[src/rtl/gpio_config_deserializer_if.sv]
// Bus bundle between the PS GPIO block and the configuration deserializer.
//   gpio_in          : raw PS GPIO lines (0 sdata, 1-4 and 7-11 serial clocks,
//                      5 soft reset, 6 trigger)
//   *_reg            : deserialized configuration registers
//   trigger_pulse    : single-cycle pulse per trigger rising edge
//   pl_rst_sync      : synchronised soft-reset level
//   sel_onehot_err   : sel_reg is non-zero and not one-hot
//   shift_strobe     : one bit per register, high on the cycle that register shifts
// The slave modport is the deserializer; the master modport is the PS side.
interface gpio_config_deserializer_if #(
  parameter int GPIO_WIDTH       = 16,
  parameter int CONFIG_REG_WIDTH = 256,
  parameter int MASK_WIDTH       = 32,
  parameter int SEL_WIDTH        = 16,
  parameter int ADC_AVG_WIDTH    = 32,
  parameter int LOCK_WF_WIDTH    = 256
) ();
  logic [GPIO_WIDTH-1:0]       gpio_in;
  logic [MASK_WIDTH-1:0]       mask_reg;
  logic [SEL_WIDTH-1:0]        sel_reg;
  logic [CONFIG_REG_WIDTH-1:0] cycle_count_reg;
  logic                        mux_set_reg;
  logic [ADC_AVG_WIDTH-1:0]    adc_num_avg_reg;
  logic [CONFIG_REG_WIDTH-1:0] adc_num_cycle_reg;
  logic [CONFIG_REG_WIDTH-1:0] pre_delay_reg;
  logic [CONFIG_REG_WIDTH-1:0] post_delay_reg;
  logic [LOCK_WF_WIDTH-1:0]    locking_wf_reg;
  logic                        trigger_pulse;
  logic                        pl_rst_sync;
  logic                        sel_onehot_err;
  logic [8:0]                  shift_strobe;

  modport slave (
    input  gpio_in,
    output mask_reg, sel_reg, cycle_count_reg, mux_set_reg, adc_num_avg_reg,
           adc_num_cycle_reg, pre_delay_reg, post_delay_reg, locking_wf_reg,
           trigger_pulse, pl_rst_sync, sel_onehot_err, shift_strobe
  );

  modport master (
    output gpio_in,
    input  mask_reg, sel_reg, cycle_count_reg, mux_set_reg, adc_num_avg_reg,
           adc_num_cycle_reg, pre_delay_reg, post_delay_reg, locking_wf_reg,
           trigger_pulse, pl_rst_sync, sel_onehot_err, shift_strobe
  );
endinterface

[src/rtl/gpio_config_deserializer.sv]
// Fabric-side receiver for the PS GPIO configuration bus.
// Every used GPIO line is synchronised, rising edges on the serial clock lines
// shift the synchronised sdata bit (MSB-first) into the matching register.
// Ports:
//   clk  : fabric clock
//   rst  : asynchronous active-high reset
//   bus  : gpio_config_deserializer_if.slave (gpio_in in, config registers,
//          trigger_pulse, pl_rst_sync, sel_onehot_err, shift_strobe out)

// Per-line synchroniser plus one extra delay flop for edge detection.
module gpio_cfg_sync_line #(
  parameter int SYNC_STAGES = 2
) (
  input  logic clk,
  input  logic rst,
  input  logic d,
  output logic lvl,   // last synchroniser stage
  output logic prev   // lvl delayed by one cycle
);
  logic [SYNC_STAGES-1:0] sync_q, sync_d;
  logic                   prev_q, prev_d;

  always_comb begin
    sync_d = {sync_q[SYNC_STAGES-2:0], d};
    prev_d = sync_q[SYNC_STAGES-1];
  end

  always_ff @(posedge clk or posedge rst) begin
    if (rst) begin
      sync_q <= '0;
      prev_q <= 1'b0;
    end else begin
      sync_q <= sync_d;
      prev_q <= prev_d;
    end
  end

  assign lvl  = sync_q[SYNC_STAGES-1];
  assign prev = prev_q;
endmodule

module gpio_config_deserializer #(
  parameter int GPIO_WIDTH       = 16,
  parameter int SYNC_STAGES      = 2,
  parameter int CONFIG_REG_WIDTH = 256,
  parameter int MASK_WIDTH       = 32,
  parameter int SEL_WIDTH        = 16,
  parameter int ADC_AVG_WIDTH    = 32,
  parameter int LOCK_WF_WIDTH    = 256
) (
  input  logic clk,
  input  logic rst,
  gpio_config_deserializer_if.slave bus
);
  localparam int NUM_LINES = 12;
  localparam int NUM_REGS  = 9;
  localparam int CW        = $clog2(SYNC_STAGES + 2);
  localparam logic [CW-1:0] ARM_MAX = CW'(SYNC_STAGES + 1);

  logic [NUM_LINES-1:0] lvl, prev;

  generate
    for (genvar g = 0; g < NUM_LINES; g++) begin : g_line
      gpio_cfg_sync_line #(.SYNC_STAGES(SYNC_STAGES)) u_line (
        .clk  (clk),
        .rst  (rst),
        .d    (bus.gpio_in[g]),
        .lvl  (lvl[g]),
        .prev (prev[g])
      );
    end
    if (GPIO_WIDTH > NUM_LINES) begin : g_hi
      logic unused_gpio_hi;
      assign unused_gpio_hi = ^bus.gpio_in[GPIO_WIDTH-1:NUM_LINES];
    end
  endgenerate

  logic [CW-1:0]               arm_cnt_q, arm_cnt_d;
  logic                        armed;
  logic [NUM_LINES-1:0]        rise_q, rise_d;
  logic                        sdat_q, sdat_d;
  logic                        pl_rst_q, pl_rst_d;
  logic                        trig_q, trig_d;
  logic [NUM_REGS-1:0]         strobe_q, strobe_d;
  logic [MASK_WIDTH-1:0]       mask_q, mask_d;
  logic [SEL_WIDTH-1:0]        sel_q, sel_d;
  logic [CONFIG_REG_WIDTH-1:0] ccnt_q, ccnt_d;
  logic                        mux_q, mux_d;
  logic [ADC_AVG_WIDTH-1:0]    avg_q, avg_d;
  logic [CONFIG_REG_WIDTH-1:0] acyc_q, acyc_d;
  logic [CONFIG_REG_WIDTH-1:0] pre_q, pre_d;
  logic [CONFIG_REG_WIDTH-1:0] post_q, post_d;
  logic [LOCK_WF_WIDTH-1:0]    lock_q, lock_d;

  assign armed = (arm_cnt_q == ARM_MAX);

  always_comb begin
    arm_cnt_d = armed ? arm_cnt_q : arm_cnt_q + CW'(1);
    // Edges are qualified until the synchronisers have flushed post-reset
    // so a line held high across reset never looks like a fresh edge.
    rise_d    = armed ? (lvl & ~prev) : '0;
    // sdata is captured from the same stage as the edge, keeping it aligned.
    sdat_d    = lvl[0];
    pl_rst_d  = lvl[5];

    strobe_d = '0;
    trig_d   = 1'b0;
    mask_d   = mask_q;
    sel_d    = sel_q;
    ccnt_d   = ccnt_q;
    mux_d    = mux_q;
    avg_d    = avg_q;
    acyc_d   = acyc_q;
    pre_d    = pre_q;
    post_d   = post_q;
    lock_d   = lock_q;

    if (pl_rst_q) begin
      // Soft reset holds registers cleared; edge tracking continues upstream.
      mask_d = '0;
      sel_d  = '0;
      ccnt_d = '0;
      mux_d  = 1'b0;
      avg_d  = '0;
      acyc_d = '0;
      pre_d  = '0;
      post_d = '0;
      lock_d = '0;
    end else begin
      strobe_d = {rise_q[11:7], rise_q[4:1]};
      trig_d   = rise_q[6];
      if (rise_q[1])  mask_d = {mask_q[MASK_WIDTH-2:0], sdat_q};
      if (rise_q[2])  sel_d  = {sel_q[SEL_WIDTH-2:0], sdat_q};
      if (rise_q[3])  ccnt_d = {ccnt_q[CONFIG_REG_WIDTH-2:0], sdat_q};
      if (rise_q[4])  mux_d  = sdat_q;
      if (rise_q[7])  avg_d  = {avg_q[ADC_AVG_WIDTH-2:0], sdat_q};
      if (rise_q[8])  acyc_d = {acyc_q[CONFIG_REG_WIDTH-2:0], sdat_q};
      if (rise_q[9])  pre_d  = {pre_q[CONFIG_REG_WIDTH-2:0], sdat_q};
      if (rise_q[10]) post_d = {post_q[CONFIG_REG_WIDTH-2:0], sdat_q};
      if (rise_q[11]) lock_d = {lock_q[LOCK_WF_WIDTH-2:0], sdat_q};
    end
  end

  always_ff @(posedge clk or posedge rst) begin
    if (rst) begin
      arm_cnt_q <= '0;
      rise_q    <= '0;
      sdat_q    <= 1'b0;
      pl_rst_q  <= 1'b0;
      trig_q    <= 1'b0;
      strobe_q  <= '0;
      mask_q    <= '0;
      sel_q     <= '0;
      ccnt_q    <= '0;
      mux_q     <= 1'b0;
      avg_q     <= '0;
      acyc_q    <= '0;
      pre_q     <= '0;
      post_q    <= '0;
      lock_q    <= '0;
    end else begin
      arm_cnt_q <= arm_cnt_d;
      rise_q    <= rise_d;
      sdat_q    <= sdat_d;
      pl_rst_q  <= pl_rst_d;
      trig_q    <= trig_d;
      strobe_q  <= strobe_d;
      mask_q    <= mask_d;
      sel_q     <= sel_d;
      ccnt_q    <= ccnt_d;
      mux_q     <= mux_d;
      avg_q     <= avg_d;
      acyc_q    <= acyc_d;
      pre_q     <= pre_d;
      post_q    <= post_d;
      lock_q    <= lock_d;
    end
  end

  // Line 0 is data and line 5 is a level, so their edges are never consumed.
  logic unused_rise;
  assign unused_rise = rise_q[0] ^ rise_q[5];

  assign bus.mask_reg          = mask_q;
  assign bus.sel_reg           = sel_q;
  assign bus.cycle_count_reg   = ccnt_q;
  assign bus.mux_set_reg       = mux_q;
  assign bus.adc_num_avg_reg   = avg_q;
  assign bus.adc_num_cycle_reg = acyc_q;
  assign bus.pre_delay_reg     = pre_q;
  assign bus.post_delay_reg    = post_q;
  assign bus.locking_wf_reg    = lock_q;
  assign bus.trigger_pulse     = trig_q;
  assign bus.pl_rst_sync       = pl_rst_q;
  assign bus.shift_strobe      = strobe_q;
  assign bus.sel_onehot_err    = (sel_q != '0) && ((sel_q & (sel_q - SEL_WIDTH'(1))) != '0);
endmodule

[src/flat_wrapper.sv]
// flat-port wrapper written by rule: the top's interface ports become plain ports
module gpio_config_deserializer_flat 
#(
  parameter int GPIO_WIDTH       = 16,
  parameter int SYNC_STAGES      = 2,
  parameter int CONFIG_REG_WIDTH = 256,
  parameter int MASK_WIDTH       = 32,
  parameter int SEL_WIDTH        = 16,
  parameter int ADC_AVG_WIDTH    = 32,
  parameter int LOCK_WF_WIDTH    = 256
)
  (clk, rst, bus_gpio_in, bus_mask_reg, bus_sel_reg, bus_cycle_count_reg, bus_mux_set_reg, bus_adc_num_avg_reg, bus_adc_num_cycle_reg, bus_pre_delay_reg, bus_post_delay_reg, bus_locking_wf_reg, bus_trigger_pulse, bus_pl_rst_sync, bus_sel_onehot_err, bus_shift_strobe);
  gpio_config_deserializer_if #(.GPIO_WIDTH(GPIO_WIDTH), .CONFIG_REG_WIDTH(CONFIG_REG_WIDTH), .MASK_WIDTH(MASK_WIDTH), .SEL_WIDTH(SEL_WIDTH), .ADC_AVG_WIDTH(ADC_AVG_WIDTH), .LOCK_WF_WIDTH(LOCK_WF_WIDTH)) bus_i ();
  input  logic clk;
  input  logic rst;
  input wire logic [$bits(bus_i.gpio_in)-1:0] bus_gpio_in;
  output wire logic [$bits(bus_i.mask_reg)-1:0] bus_mask_reg;
  output wire logic [$bits(bus_i.sel_reg)-1:0] bus_sel_reg;
  output wire logic [$bits(bus_i.cycle_count_reg)-1:0] bus_cycle_count_reg;
  output wire logic [$bits(bus_i.mux_set_reg)-1:0] bus_mux_set_reg;
  output wire logic [$bits(bus_i.adc_num_avg_reg)-1:0] bus_adc_num_avg_reg;
  output wire logic [$bits(bus_i.adc_num_cycle_reg)-1:0] bus_adc_num_cycle_reg;
  output wire logic [$bits(bus_i.pre_delay_reg)-1:0] bus_pre_delay_reg;
  output wire logic [$bits(bus_i.post_delay_reg)-1:0] bus_post_delay_reg;
  output wire logic [$bits(bus_i.locking_wf_reg)-1:0] bus_locking_wf_reg;
  output wire logic [$bits(bus_i.trigger_pulse)-1:0] bus_trigger_pulse;
  output wire logic [$bits(bus_i.pl_rst_sync)-1:0] bus_pl_rst_sync;
  output wire logic [$bits(bus_i.sel_onehot_err)-1:0] bus_sel_onehot_err;
  output wire logic [$bits(bus_i.shift_strobe)-1:0] bus_shift_strobe;
  assign bus_i.gpio_in = bus_gpio_in;
  assign bus_mask_reg = bus_i.mask_reg;
  assign bus_sel_reg = bus_i.sel_reg;
  assign bus_cycle_count_reg = bus_i.cycle_count_reg;
  assign bus_mux_set_reg = bus_i.mux_set_reg;
  assign bus_adc_num_avg_reg = bus_i.adc_num_avg_reg;
  assign bus_adc_num_cycle_reg = bus_i.adc_num_cycle_reg;
  assign bus_pre_delay_reg = bus_i.pre_delay_reg;
  assign bus_post_delay_reg = bus_i.post_delay_reg;
  assign bus_locking_wf_reg = bus_i.locking_wf_reg;
  assign bus_trigger_pulse = bus_i.trigger_pulse;
  assign bus_pl_rst_sync = bus_i.pl_rst_sync;
  assign bus_sel_onehot_err = bus_i.sel_onehot_err;
  assign bus_shift_strobe = bus_i.shift_strobe;
  gpio_config_deserializer #(.GPIO_WIDTH(GPIO_WIDTH), .SYNC_STAGES(SYNC_STAGES), .CONFIG_REG_WIDTH(CONFIG_REG_WIDTH), .MASK_WIDTH(MASK_WIDTH), .SEL_WIDTH(SEL_WIDTH), .ADC_AVG_WIDTH(ADC_AVG_WIDTH), .LOCK_WF_WIDTH(LOCK_WF_WIDTH)) u_core (.clk(clk), .rst(rst), .bus(bus_i));
endmodule
[config.mk]
export PLATFORM = sky130hd
export DESIGN_NAME = gpio_config_deserializer_flat
export DESIGN_NICKNAME = d
export VERILOG_FILES = /design/src/rtl/gpio_config_deserializer_if.sv /design/src/rtl/gpio_config_deserializer.sv /design/src/flat_wrapper.sv
export SDC_FILE = /design/constraint.sdc
export NUM_CORES = 2
export LEC_CHECK = 0
export BUFFER_PORTS_ARGS = -buffer_cell sky130_fd_sc_hd__buf_4
export CAP_MARGIN = 25
export CORE_AREA = 2 2 534 536
export CTS_CLUSTER_SIZE = 14
export DETAILED_ROUTE_END_ITERATION = 12
export DIE_AREA = 0 0 536 538
export GPL_TIMING_DRIVEN = 0
export PLACE_DENSITY = 0.35
export SLEW_MARGIN = 30
export SYNTH_ARGS = -nofsm -noshare
export SYNTH_HDL_FRONTEND = slang
export SYNTH_HIERARCHICAL = 1
export SYNTH_SLANG_ARGS = --single-unit
[constraint.sdc]
create_clock -name clk -period 121.9 [get_ports clk]
set_clock_uncertainty 0.15 [all_clocks]
set_input_delay 12.19 -clock clk [delete_from_list [all_inputs] [get_ports clk]]
set_output_delay 12.19 -clock clk [all_outputs]
set_load 0.02 [all_outputs]
# ---- Word-level counts from Yosys, hierarchy flattened
# Cells that the tools add are included.
dict set report word_totals {
  reg_bits 1421
  in_bits 18
  output_inout_bits 1373
  elab_cells 76
}
dict set report classes {
  add_sub_neg 2
  n_eq_ne 1
  mux 21
  bitwise_logic 3
  n_reduce_logical 12
}
# cell n
set ops {}
lappend ops {{$mux 256} 10}
lappend ops {{$mux 32} 4}
lappend ops {{$mux 16} 2}
lappend ops {{$reduce_bool 16->1} 2}
lappend ops {{$reduce_bool 2->1} 9}
lappend ops {{$and 16x16->16} 1}
lappend ops {{$sub 16x1->16 const B} 1}
lappend ops {{$and 12x12->12} 1}
lappend ops {{$mux 12} 1}
lappend ops {{$not 12->12} 1}
lappend ops {{$mux 9} 1}
lappend ops {{$mux 1} 3}
lappend ops {{$add 2x1->2 const B} 1}
lappend ops {{$eq 2x2->1 const B} 1}
lappend ops {{$logic_and 1x1->1} 1}

# ---- Depth between registers and ports, before layout
dict set report depth {
  word_depth 4
  ltp_mapped 5
  mapped_depth_nobuf 4
}

# ---- By module
# The synthesis kept the hierarchy.
# mod instances cells_each area_each_um2 seq_area_each_um2
set modules_own_cells {}
lappend modules_own_cells {gpio_config_deserializer 1 4468 55416.9 34658.2}
lappend modules_own_cells {gpio_cfg_sync_line 12 4 78.8 75.1}

# ---- Worst setup path after synthesis
# OpenSTA, ideal clock, no wires.
dict set report synth_path {
  kind {reg-to-output}
  start {register u_core.sel_q[0] (netlist: u_core/bus.sel_reg[0])}
  end {output port bus_sel_onehot_err}
  t_arrival_ns 1.538
  required_ns 109.560
  setup_slack_ns 108.022
  stages_incl_launch_ff 5
  path_buffers 0
  cell_sequence {dfrtp_1 > nor3_4 > nand4_1 > a2111oi_1 > nand4_1}
}
dict set report synth_between {
  elab_chain_cells 4
  elab_cells_between_ends 5
  classes_between {add/sub (1); bitwise (1); reduce/logical (3)}
}
# element line
set synth_lines {}
lappend synth_lines {{start, declared} gpio_config_deserializer.sv:86} ;# logic [SEL_WIDTH-1:0] sel_q, sel_d;
lappend synth_lines {{start signal, assigned} gpio_config_deserializer.sv:169} ;# sel_q <= sel_d;
lappend synth_lines {{$sub 16x1->16} gpio_config_deserializer.sv:196} ;# assign bus.sel_onehot_err = (sel_q != '0) && ((sel_q & (sel_q - SEL_WIDTH'(1))) != '0);
lappend synth_lines {{$and 16x16->16} gpio_config_deserializer.sv:196}
lappend synth_lines {{$reduce_bool 16->1} gpio_config_deserializer.sv:196}
lappend synth_lines {{$logic_and 1x1->1 (*)} gpio_config_deserializer.sv:196}
lappend synth_lines {{end, declared} flat_wrapper.sv:28} ;# output wire logic [$bits(bus_i.sel_onehot_err)-1:0] bus_sel_onehot_err;
# Every way passes the cells marked *; elsewhere a longest branch is shown, timed or not.

# ---- Worst setup path after layout
# Ends and elaborated chain as after synthesis.

==> results.cfg <==
[final_layout]
final.fill_count = 29776
multi_input_area_um2 = 19100
nNetsFinal = 6128
layout_common_cells = buf_4, dfrtp_1, nor2_1
seqCellArea_um2 = 35500
drive_gt1_share_pct = 30.0
syn2layout_area_growth_pct = 38.8
layout_commonest_cell = buf_4
finish.utilization_pct = 27.6

[cts]
numCtsBuffers = 185
cts_hold_buf = 0
numClockSinks = 1419
cts_repair_resize_count = 0
clk-insertion-delay-late_ps = 860
cts_tree = yes
clockBufferDepth = 4
clk_pin_slew_ps = 60
post_cts_buffers = 0
htree_levels = 4
cts_root_buf = clkbuf_16

[timing]
fin_crit_sh_pct = 12.2
tightest_slew_ps = 922
period_minus_slack_ps = 14850
slew_viol_final = 0
finalHoldViolCount = 0
max_freq_mhz = 67.4
rsz0062_at_grt = no
fin_setup_tns_ps = 0
setup_ws_ps = 107050
setup_violations = 0
max-slew-margin-rel_pct = 38.5

[power]
leakagePower_nw = 38.6
ir_worst_vdd_v = 0.00000980
powerDensity_nw_per_um2 = 13.8

[job]
drv_cap = 0

[worst_hold_path]
hp-class = register to register
hp-start = u_core/g_line[7].u_line/sync_q[0]
hold_depth = 0

[synth]
synthesis.nets = 4533
ys_warn_count = 6
netlist_area_um2 = 56300
netlist_instances = 4514
syn_area_per_cell_um2 = 12.5

[route]
drt-initial-drc-count = 2115
wl_um = 238000
first_pass_iters = 5
ant_nets = 0
via_count = 39586
routedWlPerCell_um = 23.7
drc = 0
via_per_inst = 3.95

[critical_path]
worstSetupPathType = register to primary output
arrival_ps = 2510
rr_worst_depth = 4
critical_path.reg2reg.startpoint = u_core/bus.pl_rst_sync
worstPathMaxFanout = 6
cp.required_ps = 109560
crit_start = u_core/bus.sel_reg[0]
crit_path_end_kind = primary output
start_kind = register

[placement]
port_buffers = 1386
post-place-ws_ps = 106740
gp_congestion = 0.781
hpwlAfterDp_um = 185000

[floorplan]
initial_core_util_pct = 19.9
core_um2 = 283000
die-area_um2 = 288000
die-width_um = 536
fp-row-count = 196
io_pins = 1391
die-height_um = 538

[global_routing]
grt_pass1_vias = 41100
antenna_found_initial = 18
grt_pass1_wl_um = 331000
grt-ovfl-total = 0
grt_max_degree = 85
grt_usage_pct = 15.9

[status]
outcome = finished, final reports clean
==> final timing paths <==
path                                                endpoint  slack (ps)
max in group asynchronous       u_core/bus.pre_delay_reg[23]      107810
hold reg to reg            u_core/g_line[7].u_line/sync_q[1]         200
hold / removal             u_core/g_line[7].u_line/sync_q[1]         200
min in group asynchronous  u_core/g_line[0].u_line/sync_q[0]       11240
setup / recovery                          bus_sel_onehot_err      107050
setup reg to reg               u_core/bus.pre_delay_reg[252]      119090
==> through the flow <==
step           instance area, um2  instances  hold WS, ps  total power [mW]
2_1_floorplan               56300       4514          181             0.516
3_3_place_gp                71400       9662          183             0.532
4_1_cts                     78100      10012          199              1.10
3_5_place_dp                72000       9684          186             0.533
5_1_grt                     78100      10017          201              1.12
6_report                    78200      10022          196              1.08
==> area by class of cell <==
cell class | count | share of cell area [%]
repair buffers | 1408 | 14.1
diodes | 10 | 0.0320
clock buffers | 282 | 7.07
flip-flops and latches | 1419 | 45.4
well taps | 3762 | 6.02
clock inverters | 46 | 0.733
plain buffers | 309 | 2.14
multi-input cells | 2771 | 24.4
inverters | 15 | 0.0816
==> worst max-delay path, stage by stage (launching register included) <==
cell,delay [ps]
dfrtp_1,470
nor3_4,290
nand4_1,120
a2111oi_1,430
nand4_1,160
buf_4,190
==> per-layer routing <==
metal / up-vias / track usage (%) / part of all wire (%) / wire length (um)
met2: 1140 / 27.0 / 49 / 117000
met5: - / 0 / 0.0093 / 22
li1: 18233 / - / - / -
met3: 290 / 7.10 / 10 / 24000
met1: 19919 / 17.7 / 38 / 89500
met4: 4 / 4.97 / 3.2 / 7590
==> power breakdown <==
group,internal (mW),switching [mW],total [mW]
Clock,0.329,0.225,0.555
Sequential,0.472,0.000508,0.473
Combinational,0.0150,0.0347,0.0497
Total,0.817,0.261,1.08
Power figures use the tool's default switching activity.
